<file path="config.mk">
export PLATFORM = sky130hd
export DESIGN_NAME = mem_block_xfer
export DESIGN_NICKNAME = d
export VERILOG_FILES = /design/src/rtl/mem_block_xfer.sv
export SDC_FILE = /design/constraint.sdc
export NUM_CORES = 2
export LEC_CHECK = 0
export CELL_PAD_IN_SITES_DETAIL_PLACEMENT = 0
export CELL_PAD_IN_SITES_GLOBAL_PLACEMENT = 1
export CORE_AREA = 3 3 488 490
export DETAILED_ROUTE_END_ITERATION = 16
export DIE_AREA = 0 0 491 493
export PLACE_DENSITY = 0.54
export SYNTH_ARGS = -nofsm -noshare
export SYNTH_HDL_FRONTEND = slang
export SYNTH_SLANG_ARGS = --single-unit
</file>
<file path="constraint.sdc">
create_clock -name i_clk -period 49.2 [get_ports i_clk]
set_input_delay 9.84 -clock i_clk [delete_from_list [all_inputs] [get_ports i_clk]]
set_output_delay 9.84 -clock i_clk [all_outputs]
set_load 0.02 [all_outputs]
</file>
<file path="src/rtl/mem_block_xfer.sv">
// mem_block_xfer: moves one cache block between the cache controller and a
// word-wide main memory, one word per memory access-complete pulse.
//   fill       : memory -> o_rd_block
//   write-back : i_wr_block -> memory
// Optional feature macro: CRITICAL_WORD_FIRST_EN (fills start at the requested
// word and wrap around; the first captured word is also reported on o_crit_word).
module mem_block_xfer #(
    parameter int DATA_WIDTH  = 32,
    parameter int ADDR_WIDTH  = 64,
    parameter int BLOCK_WORDS = 16
) (
    input  logic                              i_clk,
    input  logic                              i_arst,
    input  logic                              i_start_read,
    input  logic                              i_start_write,
    input  logic [ADDR_WIDTH-1:0]             i_addr,
    input  logic [BLOCK_WORDS*DATA_WIDTH-1:0] i_wr_block,
    output logic [BLOCK_WORDS*DATA_WIDTH-1:0] o_rd_block,
    output logic                              o_busy,
    output logic                              o_done,
    output logic                              o_crit_valid,
    output logic [DATA_WIDTH-1:0]             o_crit_word,
    output logic [ADDR_WIDTH-1:0]             o_mem_addr,
    output logic [DATA_WIDTH-1:0]             o_mem_data,
    output logic                              o_mem_write_en,
    input  logic [DATA_WIDTH-1:0]             i_mem_read_data,
    input  logic                              i_mem_access
);

    localparam int OFF = $clog2(BLOCK_WORDS);
    localparam int BW  = ADDR_WIDTH - OFF - 2;   // block-number bits of the address
    localparam logic [OFF:0] CNT_LAST = (OFF+1)'(BLOCK_WORDS - 1);

    typedef enum logic [1:0] {
        S_IDLE  = 2'd0,
        S_READ  = 2'd1,
        S_WRITE = 2'd2,
        S_DONE  = 2'd3
    } state_t;

    state_t                                    state_q, state_d;
    logic [BW-1:0]                             base_q, base_d;
    logic [OFF-1:0]                            st_q, st_d;
    logic [OFF:0]                              cnt_q, cnt_d;
    logic [BLOCK_WORDS-1:0][DATA_WIDTH-1:0]    wr_block_q, wr_block_d;
    logic [BLOCK_WORDS-1:0][DATA_WIDTH-1:0]    rd_block_q, rd_block_d;
    logic [OFF-1:0]                            idx;
    logic [OFF-1:0]                            start_st;

    // Word index wraps inside the block; no carry ever reaches the base.
    assign idx = st_q + cnt_q[OFF-1:0];

`ifdef CRITICAL_WORD_FIRST_EN
    logic                  crit_valid_q, crit_valid_d;
    logic [DATA_WIDTH-1:0] crit_word_q, crit_word_d;
    logic                  unused_addr_lsb;

    // Fills begin at the requested word; write-backs always begin at word 0.
    assign start_st        = i_start_write ? '0 : i_addr[OFF+1:2];
    assign unused_addr_lsb = ^i_addr[1:0];
    assign o_crit_valid    = crit_valid_q;
    assign o_crit_word     = crit_word_q;
`else
    logic unused_addr_lsb;

    // Without critical-word-first every transfer walks the block from word 0.
    assign start_st        = '0;
    assign unused_addr_lsb = ^i_addr[OFF+1:0];
    assign o_crit_valid    = 1'b0;
    assign o_crit_word     = '0;
`endif

    // State and datapath registers; reset aborts any transfer immediately.
    always_ff @(posedge i_clk or posedge i_arst) begin
        if (i_arst) begin
            state_q    <= S_IDLE;
            base_q     <= '0;
            st_q       <= '0;
            cnt_q      <= '0;
            wr_block_q <= '0;
            rd_block_q <= '0;
`ifdef CRITICAL_WORD_FIRST_EN
            crit_valid_q <= 1'b0;
            crit_word_q  <= '0;
`endif
        end else begin
            state_q    <= state_d;
            base_q     <= base_d;
            st_q       <= st_d;
            cnt_q      <= cnt_d;
            wr_block_q <= wr_block_d;
            rd_block_q <= rd_block_d;
`ifdef CRITICAL_WORD_FIRST_EN
            crit_valid_q <= crit_valid_d;
            crit_word_q  <= crit_word_d;
`endif
        end
    end

    // Next-state logic: start acceptance, word stepping on each access pulse.
    always_comb begin
        state_d    = state_q;
        base_d     = base_q;
        st_d       = st_q;
        cnt_d      = cnt_q;
        wr_block_d = wr_block_q;
        rd_block_d = rd_block_q;
`ifdef CRITICAL_WORD_FIRST_EN
        crit_valid_d = 1'b0;
        crit_word_d  = crit_word_q;
`endif
        case (state_q)
            S_IDLE: begin
                // Write-back wins a simultaneous request; the read is dropped.
                if (i_start_write || i_start_read) begin
                    state_d = i_start_write ? S_WRITE : S_READ;
                    base_d  = i_addr[ADDR_WIDTH-1:OFF+2];
                    st_d    = start_st;
                    cnt_d   = '0;
                    if (i_start_write) begin
                        wr_block_d = i_wr_block;
                    end
                end
            end
            S_READ: begin
                if (i_mem_access) begin
                    rd_block_d[idx] = i_mem_read_data;
                    cnt_d           = cnt_q + 1'b1;
`ifdef CRITICAL_WORD_FIRST_EN
                    if (cnt_q == '0) begin
                        crit_word_d  = i_mem_read_data;
                        crit_valid_d = 1'b1;
                    end
`endif
                    if (cnt_q == CNT_LAST) begin
                        state_d = S_DONE;
                    end
                end
            end
            S_WRITE: begin
                if (i_mem_access) begin
                    cnt_d = cnt_q + 1'b1;
                    if (cnt_q == CNT_LAST) begin
                        state_d = S_DONE;
                    end
                end
            end
            S_DONE: begin
                state_d = S_IDLE;
            end
            default: begin
                state_d = S_IDLE;
            end
        endcase
    end

    // Memory-side outputs come straight from registers so they stay stable
    // for as long as the memory takes to respond.
    assign o_busy         = (state_q != S_IDLE);
    assign o_done         = (state_q == S_DONE);
    assign o_mem_write_en = (state_q == S_WRITE);
    assign o_mem_addr     = {base_q, idx, 2'b00};
    assign o_mem_data     = (state_q == S_WRITE) ? wr_block_q[idx] : '0;
    assign o_rd_block     = rd_block_q;

endmodule

</file>
Word level (Yosys, flattened, before mapping)
Index checks and enable logic that the tools add are counted.

Add/sub/neg operators: 1. Magnitude comparators: 2. Equality and inequality tests: 7. Muxes and demuxes: 14. Reductions and logical operators: 11.

Operators with widths (count): bitwise mux 512 bit (1); binary-select mux 32 bit (select 4 bit) (1); demux 32 bit (select 4 bit) (1); 2-to-1 mux 32 bit (3); 2-to-1 mux 5 bit (2); case mux 5 bit (2 select lines) (1); AND reduction 3 bit (3); 2-to-1 mux 2 bit (4); case mux 2 bit (3 select lines) (1); adder 5 x 1 -> 5 bit, second input constant (1); == test 5 x 4 -> 1 bit, second input constant (1); < comparator 4 x 5 -> 1 bit, second input constant (1); == test 2 bit, second input constant (2); >= comparator 4 x 1 -> 1 bit, second input constant (1); != test 2 x 1 -> 1 bit, second input constant (2); AND reduction 2 bit (2); nonzero test 2 bit (2); == test 2 x 1 -> 1 bit, second input constant (1); logical NOT 2 bit (1); != test 2 bit, second input constant (1); OR reduction 2 bit (1); logical AND 1 bit (1); logical OR 1 bit (1).

Register bits: 1089. Output and inout port bits: 644. Logic and storage cells: 70.

Longest topological paths before layout
Depth after elaboration: 5. Depth in mapped cells: 10. Mapped depth without buffers: 7.

Worst setup path after synthesis
No wires, ideal clock.

Path type: register to output. Start: reg cnt_q[0]. End: out o_mem_data[0]. Arrival: 1.877 ns. Data required time: 39.360 ns. Slack: 37.483 ns. Stages on the path, launching flop included: 8. Buffers on the path: 4. Cell sequence: dfrtp_1 > buf_2 > buf_4 > buf_2 > nand2_1 > buf_2 > o22ai_1 > o31ai_1.

Cells in the longest elaborated chain, start to end: 3.

Ends and longest elaborated chain: from (decl) (line 44) `logic [OFF:0] cnt_q, cnt_d;`; from (signal assigned) (line 90) `cnt_q <= cnt_d;`; binary-select mux 32 bit (select 4 bit) (line 163) `assign o_mem_data = (state_q == S_WRITE) ? wr_block_q[idx] : '0;`; 2-to-1 mux 32 bit (implied by the code) (line 163); 2-to-1 mux 32 bit (line 163); to (decl) (line 24) `output logic [DATA_WIDTH-1:0] o_mem_data,`.

No other way between the ends. The select of a mux whose other input is x is not followed.

Worst setup path in the final report
Start: reg cnt_q[1]. End: out o_mem_data[24].

Same word-level chain as after synthesis.

==> results.py <==
metrics = {
    "routing": {
        "wire_per_inst_microns": 27.10,
        "vias": 29380,
        "vias_per_cell": 4.024,
        "drcViolationCount": 0,
        "dr.pass1.iters": 5,
        "drtAntennaViolNets": 0,
        "routed_wirelength_mm": 197.9,
        "drtIter0Drc": 1331,
    },
    "yosys": {
        "yosysTopAreaCellShare_pct": 60.68,
        "synth_seq_cells": 1089,
        "synth-seq-area-share_pct": 60.68,
        "ys_types": 32,
        "netlist_area_sq_um": 44910,
        "synthTopCellsByArea": "dfrtp_1 (61%), mux2_2 (28%), mux4_2 (3.2%), mux2i_1 (1.5%), buf_2 (1.4%)",
        "syn_inst": 2812,
        "ys_warn_count": 0,
        "syn_area_per_cell_sq_um": 15.97,
        "netlist.top_cell.by_area": "dfrtp_1",
    },
    "status": {
        "status": "finished clean",
    },
    "power_and_ir_drop": {
        "leakage_uw": 0.02734,
        "vdd_ir_drop_max_mv": 0.03361,
        "p_per_area_nw_per_um2": 62.14,
    },
    "clock_tree": {
        "cts_buffers": 137,
        "clkLatencyLatePin_ns": 0.80,
        "cts_hold_buf": 0,
        "cts_root_buf": "clkbuf_16",
        "htreeDepth": 4,
        "cts_tree": "done",
        "cts_sinks": 1089,
        "post_cts_buffers": 0,
        "cts-resized-gates": 0,
        "path_clk_slew_ns": 0.06,
        "cts.path.max_buffers": 3,
    },
    "setup_path": {
        "cp-startpoint": "cnt_q[1]",
        "worstSetupPathType": "register to output port",
        "crit_family": "buffers and inverters",
        "cp.arrival_ns": 5.96,
        "cpMostUsedCell": "buf_4",
        "crit_end": "o_mem_data[24]",
        "crit_fanout": 45,
        "critPathLaunchType": "register",
        "cp_cell_sequence": "buf_4, buf_4, buf_4, mux2_2, o22ai_1, o31ai_1, clkdlybuf4s50_1",
        "required_ns": 39.36,
        "crit_buf_inv": 4,
        "reg2reg_from": "state_q[0]",
        "crit_cells": 7,
        "crit_path_max_incr_delay_ns": 0.86,
        "endpoint_kind": "output port",
        "r2r_end": "wr_block_q[341]",
        "rrSetupSlack_ns": 44.81,
        "reg2reg_depth": 7,
        "crit_path_top_delay_cell": "o22ai_1",
    },
    "global_routing": {
        "track_usage_pct": 15.83,
        "grt_max_degree": 186,
        "antenna_found_initial": 92,
        "gr-total-overflow": 0,
        "grt_pass1_wl_mm": 268.0,
        "grt_pass1_vias": 30680,
    },
    "timing": {
        "fin_skew_ns": 0.06305,
        "max_slew_margin_pct": 7.152,
        "setup_viol": 0,
        "max_clock_freq_mhz": 63.29,
        "fin_crit_ns": 15.80,
        "hold_viol_final": 0,
        "setup_tns_ns": 0,
        "post-route-period-util_pct": 32.12,
        "finalMaxSlewViolations": 0,
        "rsz0062_at_grt": "no",
        "tightest_slew_ns": 1.393,
        "holdWs_ns": 0.4864,
    },
    "min_path": {
        "min_from": "o_rd_block[211]",
        "hold_path_class": "register to register",
    },
    "layout": {
        "multi_input_area_sq_um": 16670,
        "fill_cells": 24080,
        "final_cell_mix": "clkdlybuf4s50_1 (1,215), mux2_2 (1,130), dfrtp_1 (1,087), clkbuf_16 (137), mux2i_1 (68)",
        "area_growth_pct": 45.32,
        "register_area_sq_um": 27260,
        "drive_gt1_share_pct": 36.04,
        "fin_nets": 4641,
        "final_common_cell": "clkdlybuf4s50_1",
    },
    "placement": {
        "finalWeightedCongestion": 0.7991,
        "dp_hpwl_mm": 148.7,
        "io_buffers": 1215,
    },
    "die": {
        "initial_utilization_pct": 19.15,
        "dieWidth_microns": 491,
        "ioPinCount": 1257,
        "core_sq_um": 234500,
        "rows": 178,
        "die_y_microns": 493,
        "dieArea_sq_um": 242100,
    },
    "job": {
        "cap_violations": 0,
    },
}
## cell usage after synthesis, drive strengths merged
cell    count
mux2     1146
dfrtp    1089
buf       171
clkbuf     73
mux2i      68
mux4       64
o22ai      33
a22o       32
a22oi      32
o31ai      32
nor2       14
ha          9
inv         9
nand2b      7
nand3       7
nand2       4
or3         4
o21ai       3
a211oi      2
a21oi       2
nor2b       2
o21bai      2
a31o        1
a32o        1
a32oi       1
and3        1
and3b       1
conb        1
or3b        1
## sequential cells by signal, summed over array words and instances, names as in the netlist
name,count
base_q,58
o_rd_block,512
state_q,2
cnt_q,5
wr_block_q,512
## area by class of cell
cell class,instances,share of cell area (%)
flip-flops and latches,1089,41.77
clock inverters,36,1.018
diodes,31,0.1189
well taps,3150,6.039
multi-input cells,1504,25.54
repair buffers,1278,19.44
clock buffers,204,6.022
inverters,9,0.06326
## routing by layer
metal,up-vias,GRT usage (%),wire (microns)
met5,-,0,345
met4,54,4.189,4435
met3,278,6.318,17200
met2,1049,26.98,97860
met1,15400,18.41,78040
li1,12600,-,-
## metrics by stage
step | instances | area [sq um] | setup WS, ns | util, % | power (uW)
3_3_place_gp | 7030 | 60590 | 34.18 | 25.84 | 3059
4_1_cts | 7270 | 65190 | 33.31 | 27.80 | 4136
2_1_floorplan | 2846 | 45040 | 8.701 | - | 2315
5_1_grt | 7279 | 65210 | 33.22 | 27.81 | 4267
3_5_place_dp | 7030 | 60590 | 34.18 | 25.84 | 3084
6_report | 7301 | 65270 | 33.40 | 27.83 | 4055
## cell families (layout without fill, tap and decap cells)
family | after synthesis | count (layout) | synth area share [%]
buffers and inverters | 253 | 1527 | 2.803
AND/OR/NAND/NOR | 41 | 41 | 0.4625
adder cells (fa/ha/maj) | 9 | 9 | 0.2507
AO/OA/AOI/OAI | 141 | 141 | 2.337
multiplexers | 1278 | 1278 | 33.46
flip-flops | 1089 | 1089 | 60.68
other | 1 | 66 | 0.008350
## power breakdown
part           switching, uW  total [uW]  internal, uW
Sequential               210        1460          1250
Combinational            775        1580           801
Clock                    431        1020           589
## worst min path at each step
| stage | slack, ns | cells past startpoint | to |
|---|---|---|---|
| 6_report | 0.49 | 1 | o_rd_block[211] |
| 5_1_grt | 0.50 | 1 | o_rd_block[127] |
| 4_1_cts | 0.49 | 1 | o_rd_block[211] |
| 3_5_place_dp | 0.48 | 1 | o_rd_block[211] |
| 3_3_place_gp | 0.47 | 1 | o_rd_block[241] |
| 2_1_floorplan | 0.47 | 1 | wr_block_q[320] |
Note: power is estimated with default switching activity, not from simulation.
